$ cat src/rtl/ped_crossing_ctrl_pkg.sv
// Shared definitions for the pedestrian-crossing stage: vehicle light codes
// and the crossing controller state encoding.
package ped_crossing_ctrl_pkg;

  localparam logic [2:0] LIGHT_RED    = 3'b001;
  localparam logic [2:0] LIGHT_GREEN  = 3'b010;
  localparam logic [2:0] LIGHT_YELLOW = 3'b100;

  typedef enum logic [1:0] {
    ST_IDLE  = 2'd0,
    ST_WALK  = 2'd1,
    ST_FLASH = 2'd2,
    ST_FAULT = 2'd3
  } state_t;

  function automatic logic light_legal(input logic [2:0] code);
    return (code == LIGHT_RED) || (code == LIGHT_GREEN) || (code == LIGHT_YELLOW);
  endfunction

endpackage

$ cat src/rtl/ped_crossing_ctrl_btn_debounce.sv
// Push-button synchronizer and tick-based debouncer; press pulses once per
// stable press, on the tick that brings the counter to DEBOUNCE_TICKS.
module btn_debounce #(
  parameter int unsigned DEBOUNCE_TICKS = 3
) (
  input  logic clk,
  input  logic rst,
  input  logic tick,
  input  logic btn,
  output logic press
);

  logic       sync1;
  logic       sync2;
  logic [3:0] cnt;

  always_ff @(posedge clk or posedge rst) begin
    if (rst) begin
      sync1 <= 1'b0;
      sync2 <= 1'b0;
      cnt   <= '0;
    end else begin
      sync1 <= btn;
      sync2 <= sync1;
      if (!sync2)
        cnt <= '0;
      else if (tick && (cnt < 4'(DEBOUNCE_TICKS)))
        cnt <= cnt + 4'd1;
    end
  end

  // Counter saturates at DEBOUNCE_TICKS, so this fires once per press.
  assign press = sync2 && tick && (cnt == 4'(DEBOUNCE_TICKS - 1));

endmodule

$ cat src/rtl/ped_crossing_ctrl.sv
// Pedestrian-crossing controller: grants WALK at the start of a vehicle RED
// phase, then a flashing DON'T WALK countdown; aborts or faults on bad lights.
module ped_crossing_ctrl
  import ped_crossing_ctrl_pkg::*;
#(
  parameter int unsigned DEBOUNCE_TICKS = 3,
  parameter int unsigned WALK_TICKS     = 5,
  parameter int unsigned FLASH_TICKS    = 4
) (
  input  logic       clk,
  input  logic       rst,
  input  logic       tick,
  input  logic [2:0] light,
  input  logic       ped_btn,
  output logic       walk,
  output logic       dont_walk,
  output logic       req_pending,
  output logic [7:0] countdown,
  output logic       abort,
  output logic       fault
);

  state_t     state;
  logic [2:0] light_q;
  logic [7:0] timer;
  logic       press;
  logic       red_start;

  btn_debounce #(
    .DEBOUNCE_TICKS(DEBOUNCE_TICKS)
  ) u_debounce (
    .clk  (clk),
    .rst  (rst),
    .tick (tick),
    .btn  (ped_btn),
    .press(press)
  );

  assign red_start = (light == LIGHT_RED) && (light_q != LIGHT_RED);

  always_ff @(posedge clk or posedge rst) begin
    if (rst) begin
      state       <= ST_IDLE;
      light_q     <= LIGHT_RED;
      timer       <= '0;
      walk        <= 1'b0;
      dont_walk   <= 1'b1;
      req_pending <= 1'b0;
      countdown   <= '0;
      abort       <= 1'b0;
      fault       <= 1'b0;
    end else begin
      light_q <= light;
      abort   <= 1'b0;
      if (!light_legal(light)) begin
        state       <= ST_FAULT;
        walk        <= 1'b0;
        dont_walk   <= 1'b1;
        countdown   <= '0;
        req_pending <= 1'b0;
        fault       <= 1'b1;
      end else begin
        case (state)
          ST_IDLE: begin
            // A press coinciding with red_start only latches; it cannot be granted this RED.
            if (req_pending && red_start) begin
              state       <= ST_WALK;
              req_pending <= 1'b0;
              timer       <= 8'(WALK_TICKS);
              walk        <= 1'b1;
              dont_walk   <= 1'b0;
            end else if (press) begin
              req_pending <= 1'b1;
            end
          end
          ST_WALK, ST_FLASH: begin
            if (light != LIGHT_RED) begin
              state     <= ST_IDLE;
              walk      <= 1'b0;
              dont_walk <= 1'b1;
              countdown <= '0;
              abort     <= 1'b1;
            end else if (tick) begin
              if (timer == 8'd1) begin
                walk      <= 1'b0;
                dont_walk <= 1'b1;
                if (state == ST_WALK) begin
                  state     <= ST_FLASH;
                  timer     <= 8'(FLASH_TICKS);
                  countdown <= 8'(FLASH_TICKS);
                end else begin
                  state     <= ST_IDLE;
                  countdown <= '0;
                end
              end else begin
                timer <= timer - 8'd1;
                if (state == ST_FLASH) begin
                  countdown <= timer - 8'd1;
                  dont_walk <= ~dont_walk;
                end
              end
            end
          end
          default: begin
            state     <= ST_FAULT;
            walk      <= 1'b0;
            dont_walk <= 1'b1;
            countdown <= '0;
            fault     <= 1'b1;
          end
        endcase
      end
    end
  end

endmodule

$ cat config.mk
export PLATFORM = sky130hd
export DESIGN_NAME = ped_crossing_ctrl
export DESIGN_NICKNAME = d
export VERILOG_FILES = /design/src/rtl/ped_crossing_ctrl_pkg.sv /design/src/rtl/ped_crossing_ctrl_btn_debounce.sv /design/src/rtl/ped_crossing_ctrl.sv
export SDC_FILE = /design/constraint.sdc
export NUM_CORES = 1
export LEC_CHECK = 0
export BUFFER_PORTS_ARGS = -buffer_cell sky130_fd_sc_hd__buf_2
export CAP_MARGIN = 0
export CORE_MARGIN = 10
export CORE_UTILIZATION = 37
export DETAILED_ROUTE_END_ITERATION = 6
export GPL_TIMING_DRIVEN = 0
export HOLD_SLACK_MARGIN = 0.03
export PLACE_DENSITY = 0.56
export SLEW_MARGIN = 20
export SYNTH_ARGS = -nofsm -noshare
export SYNTH_HDL_FRONTEND = slang
export SYNTH_SLANG_ARGS = --single-unit
$ cat constraint.sdc
create_clock -name clk -period 3 [get_ports clk]
set_input_delay 0.45 -clock clk [delete_from_list [all_inputs] [get_ports clk]]
set_output_delay 0.45 -clock clk [all_outputs]
set_load 0.02 [all_outputs]
==> metrics list, run 1 <==
- Across all register-to-register paths, the minimum setup slack is 0.45 ns.
- Fraction of synthesis flops using an asynchronous set or reset pin: 100.0%
* #FFs+latches synth: 32
* Cell depth of the worst flop-to-flop path: 6
* Vias in the first global route: 1,417
- Summed over all failing endpoints, the final setup total negative slack is 0 ns.
- For this design the static power due to leakage is 0.0009373 uW.
- The run finished with clean final reports.
* Total nets after synthesis: 183
- Buffer type at the clock tree root: clkbuf_8
* Part of the total power dissipated in sequential elements: approximately half
- Buffer depth of the longest clock path: 2
* DRT Wirelength: slightly above 4000 um
- Mean instance size in the synthesized netlist: about 11 sq um
* Height of the die: 89.76 um
* Fraction of the cycle the final worst path needs: 84.94%
- For the worst setup path, the data arrival time is 2.72 ns.
* Commonest non-fill, non-tap cells in the layout: dfrtp_1, buf_2, inv_1
- Data required time of the critical path: 3.18 ns
- IO Count: 20
- Floorplan core area: 4723 sq um
- The tightest min-delay check is of the input pin to asynchronous set/reset pin type.
- The initial antenna violation count is 0.
- Path type of the worst setup path: flip-flop to flip-flop
- Headroom to the max-slew limit came out at approximately 38%.
* Die area: 8056 sq um
- Via-to-Cell Ratio: around 5.2
* Maximum clock rate: 392.4 MHz
* Internal Power: 686.2 uW
* Clock insertion delay at the later pin of the skew report: slightly below 0.3 ns
- IO Port Bufs: 19
* Final RePlAce weighted congestion: roughly 0.79
- Relative contribution of combinational cells to total power: approximately an eighth
* Final count of hold timing violations: 0
- After detailed routing, the average wire length per cell comes to 15.62 um.
* Number of nets at the end of the flow: around 210
* Maximum level of the CTS H-tree: 2
- For the pin with the worst max-slew slack, the measured transition is roughly 0.92 ns.
- Final total power: 956.9 uW
- For this run, the detailed router's first-pass iteration total came to 4.
- For this run, the total global-route usage over all layers was measured as 10.61%.
* Net switching share of the total power: 28.29%
- Number of clock buffers inserted by TritonCTS: 5
- Endpoint of the worst setup timing path: countdown[1]
* Summed instance area of the synthesized netlist: about 1800 sq um
- Critical path endpoint category: flip-flop
* Final critical path time including I/O delays and setup: about 2.5 ns
- In this run, synthesis inferred 0 flip-flops with an integrated enable.
- Entering global routing, the biggest net connects 33 pins.
- Summed over all layers, the global routing overflow is 0.
- Residual antenna-violating net count after detailed routing: 0
- Yosys warning total: 0
* Drt initial violations: 141
* Total count of max-transition violations in the final report: 0
* Cell taking the most area after synthesis: dfrtp_1
* DP HPWL: 2970 um
- Launch point of the worst path: timer[0]
* Number of cell rows: 25
* Critical register-to-register path endpoint: countdown[1]
- Antenna diode count: 0
- Die Span X: 89.76 um
* Fraction of power consumed by the clock network: 37.0%
- Clock input transition at the sequential cells of the worst setup and hold paths: 0.07 ns
- RSZ-0062 raised after global routing: false
- Maximum vdd drop: 221.6 uV
* Clock tree from TritonCTS: done
- # hold bufs at CTS: 0
* Number of fillers in the final layout: about 460
- Leading cell type in the layout, fill and taps excluded: dfrtp_1
* Remaining design rule violation count: 0
- Vias post-DR: 1,369
- In this run the critical register-to-register path is launched from timer[0].
* Part of the Yosys area used for sequential elements: between 40% and 50%
* Post-Synthesis Cells: around 170
* Top cell type's share of synthesized area: 41.70%
* Top area cells in the synthesized netlist: dfrtp_1, mux2_2, ha_1
- Max-cap check violation count: 0
* Starting density of the core: 38.12%
- Once the clock tree was built, the resizer swapped 0 gates to a different size.
* Fraction of layout instances using a drive strength above 1: 30.26%
- For this run, the leading register cell type out of synthesis is dfrtp_1.
* Worst-path maximum fanout: 8
* Kind of start point of the critical path: flip-flop
- Global-route wire length before repair: 7100 um
- Postcts setup bufs: 0
- Layout Skew: 0.008326 ns
* Number of endpoints failing setup at the final stage: 0
- Compared with the post-synthesis result, the final layout area differs by 15.08%.
* Sw Pwr: around 270 uW
- Count of distinct cell types in the synthesized netlist: between 40 and 50
- The tree built by TritonCTS fans out to 32 sinks.
- Dividing total power by cell area gives a power density of around 460 nW/um^2.
## sequential cells by signal (all words and copies together), names as in the netlist
register / cells
fault: 1
state: 2
timer: 8
u_debounce.cnt: 4
u_debounce.sync2: 1
abort: 1
walk: 1
light_q: 3
dont_walk: 1
countdown: 8
u_debounce.sync1: 1
req_pending: 1
## metrics by stage
step / cell area (sq um) / util (%) / instances / setup WS, ns / hold slack, ns
after floorplan: 1800 / - / 168 / 0.7840 / 0.3312
after global placement: 1979 / 41.91 / 254 / 0.4639 / 0.3372
after detailed placement: 1979 / 41.91 / 254 / 0.5176 / 0.3387
after CTS: 2072 / 43.87 / 262 / 0.4878 / 0.2631
after global routing: 2072 / 43.87 / 262 / 0.2356 / 0.2608
final: 2072 / 43.87 / 262 / 0.4517 / 0.2612
## Yosys cell counts, types with 4 or more instances
| cell | n |
|---|---|
| nor2_1 | 5 |
| o41ai_1 | 5 |
| o21ai_0 | 7 |
| a21oi_1 | 10 |
| inv_1 | 14 |
| dfrtp_1 | 30 |
| o31ai_1 | 4 |
| mux2_2 | 10 |
| nand2_1 | 9 |
| and2_1 | 4 |
| or3_1 | 4 |
| ha_1 | 8 |
| nor3_1 | 4 |
## final cells by class
cell class	instances	area, sq um	area share (%)
plain buffers	7	47.55	2.295
clock buffers	6	82.58	3.986
clock inverters	2	10.01	0.4831
inverters	14	52.55	2.536
multi-input cells	115	897.1	43.30
flip-flops and latches	32	803.3	38.77
well taps	67	83.83	4.046
repair buffers	19	95.09	4.589
## critical path, stage by stage (launching register included)
cell and delay [ns]:
dfrtp_1 0.49, ha_1 0.21, nor4b_1 0.75, and3_1 0.33, o21a_1 0.14, buf_4 0.16
mux2_2 0.35
## worst min-delay path by stage
stage | start | endpoint | slack [ns]
6_report | rst | timer[1] | 0.26
5_1_grt | ped_btn | u_debounce.sync1 | 0.26
4_1_cts | ped_btn | u_debounce.sync1 | 0.26
3_5_place_dp | u_debounce.sync1 | u_debounce.sync2 | 0.34
3_3_place_gp | u_debounce.sync1 | u_debounce.sync2 | 0.34
2_1_floorplan | u_debounce.sync1 | u_debounce.sync2 | 0.33
## kinds of logic after synthesis
| family | count (synthesis) | share of synthesized area [%] |
|---|---|---|
| AO/OA/AOI/OAI | 44 | 18.07 |
| XOR/XNOR | 4 | 1.946 |
| adder cells (fa/ha/maj) | 8 | 5.560 |
| buffers and inverters | 21 | 5.559 |
| flip-flops | 32 | 44.61 |
| multiplexers | 14 | 9.034 |
| AND/OR/NAND/NOR | 45 | 15.22 |
## routing by layer
layer	GRT usage, %	routed length, um	share of wire (%)
met5	0	0	0
met4	5.121	58	1.4
met3	3.491	206	5.0
met2	16.22	1896	46
met1	13.08	1931	47
## power by group through the flow
stage	clock [uW]	sequential (uW)	combinational (uW)
6_report	354	476	127
5_1_grt	385	480	140
4_1_cts	362	475	126
3_5_place_dp	0	482	126
3_3_place_gp	0	482	123
2_1_floorplan	0	476	96.5
Note: power is estimated with default switching activity, not from simulation.
==> run 2, diff against run 1 <==
==> constraint.sdc (replaced) <==
create_clock -name clk -period 2.4 [get_ports clk]
set_input_delay 0.36 -clock clk [delete_from_list [all_inputs] [get_ports clk]]
set_output_delay 0.36 -clock clk [all_outputs]
set_load 0.02 [all_outputs]
==> run 2 against run 1 <==
  * Count of clock-buffer cells in the layout unchanged
  * Total power up 26%
  * Core utilization up 1.2 points
  * First-iteration DRC count up 28%
  * Fmax up 11%
  * Global-route usage up 0.052 points
  * Highest routed layer unchanged
==> metrics list, run 2 (same netlist as run 1, synthesis figures left out) <==
* Clock tree from TritonCTS: done
- Global routing consumed, over all layers together, 10.67% of the routing resources.
* Worst-path maximum fanout: 8
* Clock insertion delay at the later pin of the skew report: 0.29 ns
* Internal Power: 864.0 uW
- Fraction of the cycle the final worst path needs: 95.64%
* IO Port Bufs: 19
* Static leakage: 0.0009620 uW
- The pre-antenna-repair detailed-routing pass consisted of 5 iterations.
- The share of total power dissipated in combinational logic is 13.7%.
- RSZ-0062 raised after global routing: false
- Maximum level of the CTS H-tree: 2
* Wire length the detailed router placed on met1: 1956 um
- After clock tree synthesis, the flow added hold-fix buffers numbering 0.
- Leaving out fill and tap cells, the most frequent cell in the layout is dfrtp_1.
- The routed layout has 1,393 vias.
* Commonest non-fill, non-tap cells in the layout: dfrtp_1, buf_2, inv_1
- Worst path max stage delay: between 0.4 and 0.5 ns
- The tool flagged a number of max-cap violations equal to 0.
- STA classifies the critical path startpoint as a flip-flop.
- Die area: 8056 sq um
- Measured in cells, the most critical reg-to-reg path has a length of 8.
- Once the floorplan was initialized, standard cells occupied 38.12% of the core.
- Via-to-Cell Ratio: 5.237
* Antenna diode count: 0
- Transition at the pin with the smallest max-transition slack: between 0.6 and 0.7 ns
- Subtracting the final worst setup slack from the clock period gives 2.295 ns.
- Data on the critical path arrives at its endpoint at 2.47 ns.
- Number of clock buffers inserted by TritonCTS: 5
- Number of endpoints failing setup at the final stage: 0
- Net switching share of the total power: 28.15%
* Floorplan core area: 4723 sq um
- Final hold analysis gives a worst-case slack of 0.1727 ns.
- The tree is rooted in a clkbuf_8.
* Critical path endpoint category: flip-flop
- Row generation in the floorplan step produced 25 rows.
- Classification of the worst-slack hold path: input pin to asynchronous set/reset pin
* Buffer depth of the longest clock path: 2
- The analysis attributes to net switching a power of 338.6 uW.
- Final count of hold timing violations: 0
* Total grt overflow: 0
* Height of the die: 89.76 um
* Number of antenna violations at the first check in global routing: 0
- DP HPWL: ~3000 um
* Global-route wire length before repair: 7113 um
* Maximum clock rate: 435.7 MHz
- Maximum vdd drop: 277.0 uV
- Max-slew headroom: between 50% and 60%
- Worst path cell trace: inv_1 > ha_1 > or4b_1 > buf_2 > o41ai_4 > or3_1 > buf_6 > mux2_4
* Fraction of power consumed by the clock network: between 30 and 40%
- The largest individual stage delay along the critical path comes from the cell dfrtp_1.
- In this run the remaining antenna-violating nets after routing total 0.
- Part of the total power dissipated in sequential elements: around half
- For the worst setup path, the data required time is between 2 and 3 ns.
- Clock-pin slew was measured on the worst setup and hold paths at 0.07 ns.
- The largest registers in the layout are countdown: 8 flops, timer: 8 flops, u_debounce.cnt: 4 flops.
* Routed WL per cell: about 16 um
- Wire length on met3: roughly 180 um
- Fraction of layout instances using a drive strength above 1: 33.67%
* Number of fillers in the final layout: 450
* Path type of the worst setup path: flip-flop to flip-flop
- Once layout is complete, the utilization of the core stands at a little under half.
- Relative to the synthesized area, the layout overhead comes to 18.35%.
- Power spread over the standard cell area amounts to 564.4 nW/um^2.
* Total count of max-transition violations in the final report: 0
- IO Count: 20
- Launching point of the worst reg2reg path: timer[1]
- After the last flow step, the layout net total stands at about 210.
- Clock tree synthesis found a total of 32 sinks.
- Summed over all nets, wire length on met2 after detailed routing comes to 1957 um.
- Layout Skew: between 0.008 and 0.009 ns
- The die is around 90 um wide.
- The number of global-route vias before repair was 1,410.
- Number of buffer and inverter stages on the critical path: 3
- DRT Wirelength: about 4200 um
* Remaining design rule violation count: 0
- Kind of cell adding the most delay to the critical path: simple AND/OR/NAND/NOR gates
- For this block, the initial DRC count from the detailed router was ~180.
- In this run the critical register-to-register path is captured at timer[5].
- Internal reg-to-reg setup slack: 0.10 ns
- The congestion estimate from routability-driven global placement came to 0.7922.
- Highest signal layer in the routed design: met4
- Maximum number of pins on one net before global-route repair: 33
* Status: complete, no violations
-- run 2: changes by cell type in the layout (fill, tap and decap cells not counted) --
cell / previous run / this run
dfrtp_2: 0 / 1
a31oi_1: 1 / 0
nor4b_1: 3 / 2
nor4b_2: 0 / 1
o21ai_0: 7 / 6
a31oi_2: 0 / 1
dfrtp_1: 30 / 29
nor4bb_1: 1 / 0
buf_4: 3 / 7
o21ai_1: 1 / 2
nor4bb_4: 0 / 1
-- run 2: area by class of cell --
class	count	area, sq um	area share [%]
Buffer	7	47.55	2.231
Clock buffer	6	82.58	3.876
Clock inverter	2	10.01	0.4698
Inverter	14	52.55	2.466
Multi-Input combinational cell	115	924.6	43.39
Sequential cell	32	804.5	37.76
Tap cell	67	83.83	3.934
Timing Repair Buffer	23	125.1	5.872
-- run 2: per-stage QoR --
step | cell area (sq um) | worst slack [ns] | power (uW) | TNS, ns | std cells
finish | 2131 | 0.1047 | 1203 | 0 | 266
global route | 2131 | 0.0009117 | 1267 | 0 | 266
CTS | 2079 | 0.03718 | 1207 | 0 | 262
detailed placement | 1979 | -0.08244 | 760.1 | -0.5946 | 254
global placement | 1979 | -0.1361 | 756.0 | -1.072 | 254
floorplan | 1800 | 0.1840 | 715.3 | 0 | 168
-- run 2: timing repair --
item | in CTS | in global routing
setup buffers | 0 | 4
pin swaps | 1 | 1
resized for setup | 2 | 4
setup endpoints to repair | 10 | 12
-- run 2: power groups by stage --
stage | clock [uW] | sequential, uW | combinational [uW]
5_1_grt | 481 | 602 | 184
6_report | 441 | 596 | 165
3_5_place_dp | 0 | 603 | 157
2_1_floorplan | 0 | 595 | 121
4_1_cts | 452 | 595 | 159
3_3_place_gp | 0 | 602 | 154
-- run 2: routing by layer --
metal | vias to the layer above | global-route usage (%)
li1 | 678 | -
met1 | 672 | 13.23
met2 | 35 | 16.34
met3 | 8 | 3.491
met4 | 0 | 4.852
met5 | - | 0
-- run 2: worst max path at each step --
stage | from | to | slack [ns] | cells past startpoint
floorplan | timer[1] | timer[5] | 0.18 | 8
global placement | timer[0] | countdown[7] | -0.14 | 6
detailed placement | timer[0] | countdown[3] | -0.08 | 6
CTS | state[0] | countdown[3] | 0.04 | 8
global route | timer[1] | timer[6] | 0.0009 | 8
finish | timer[1] | timer[5] | 0.10 | 8
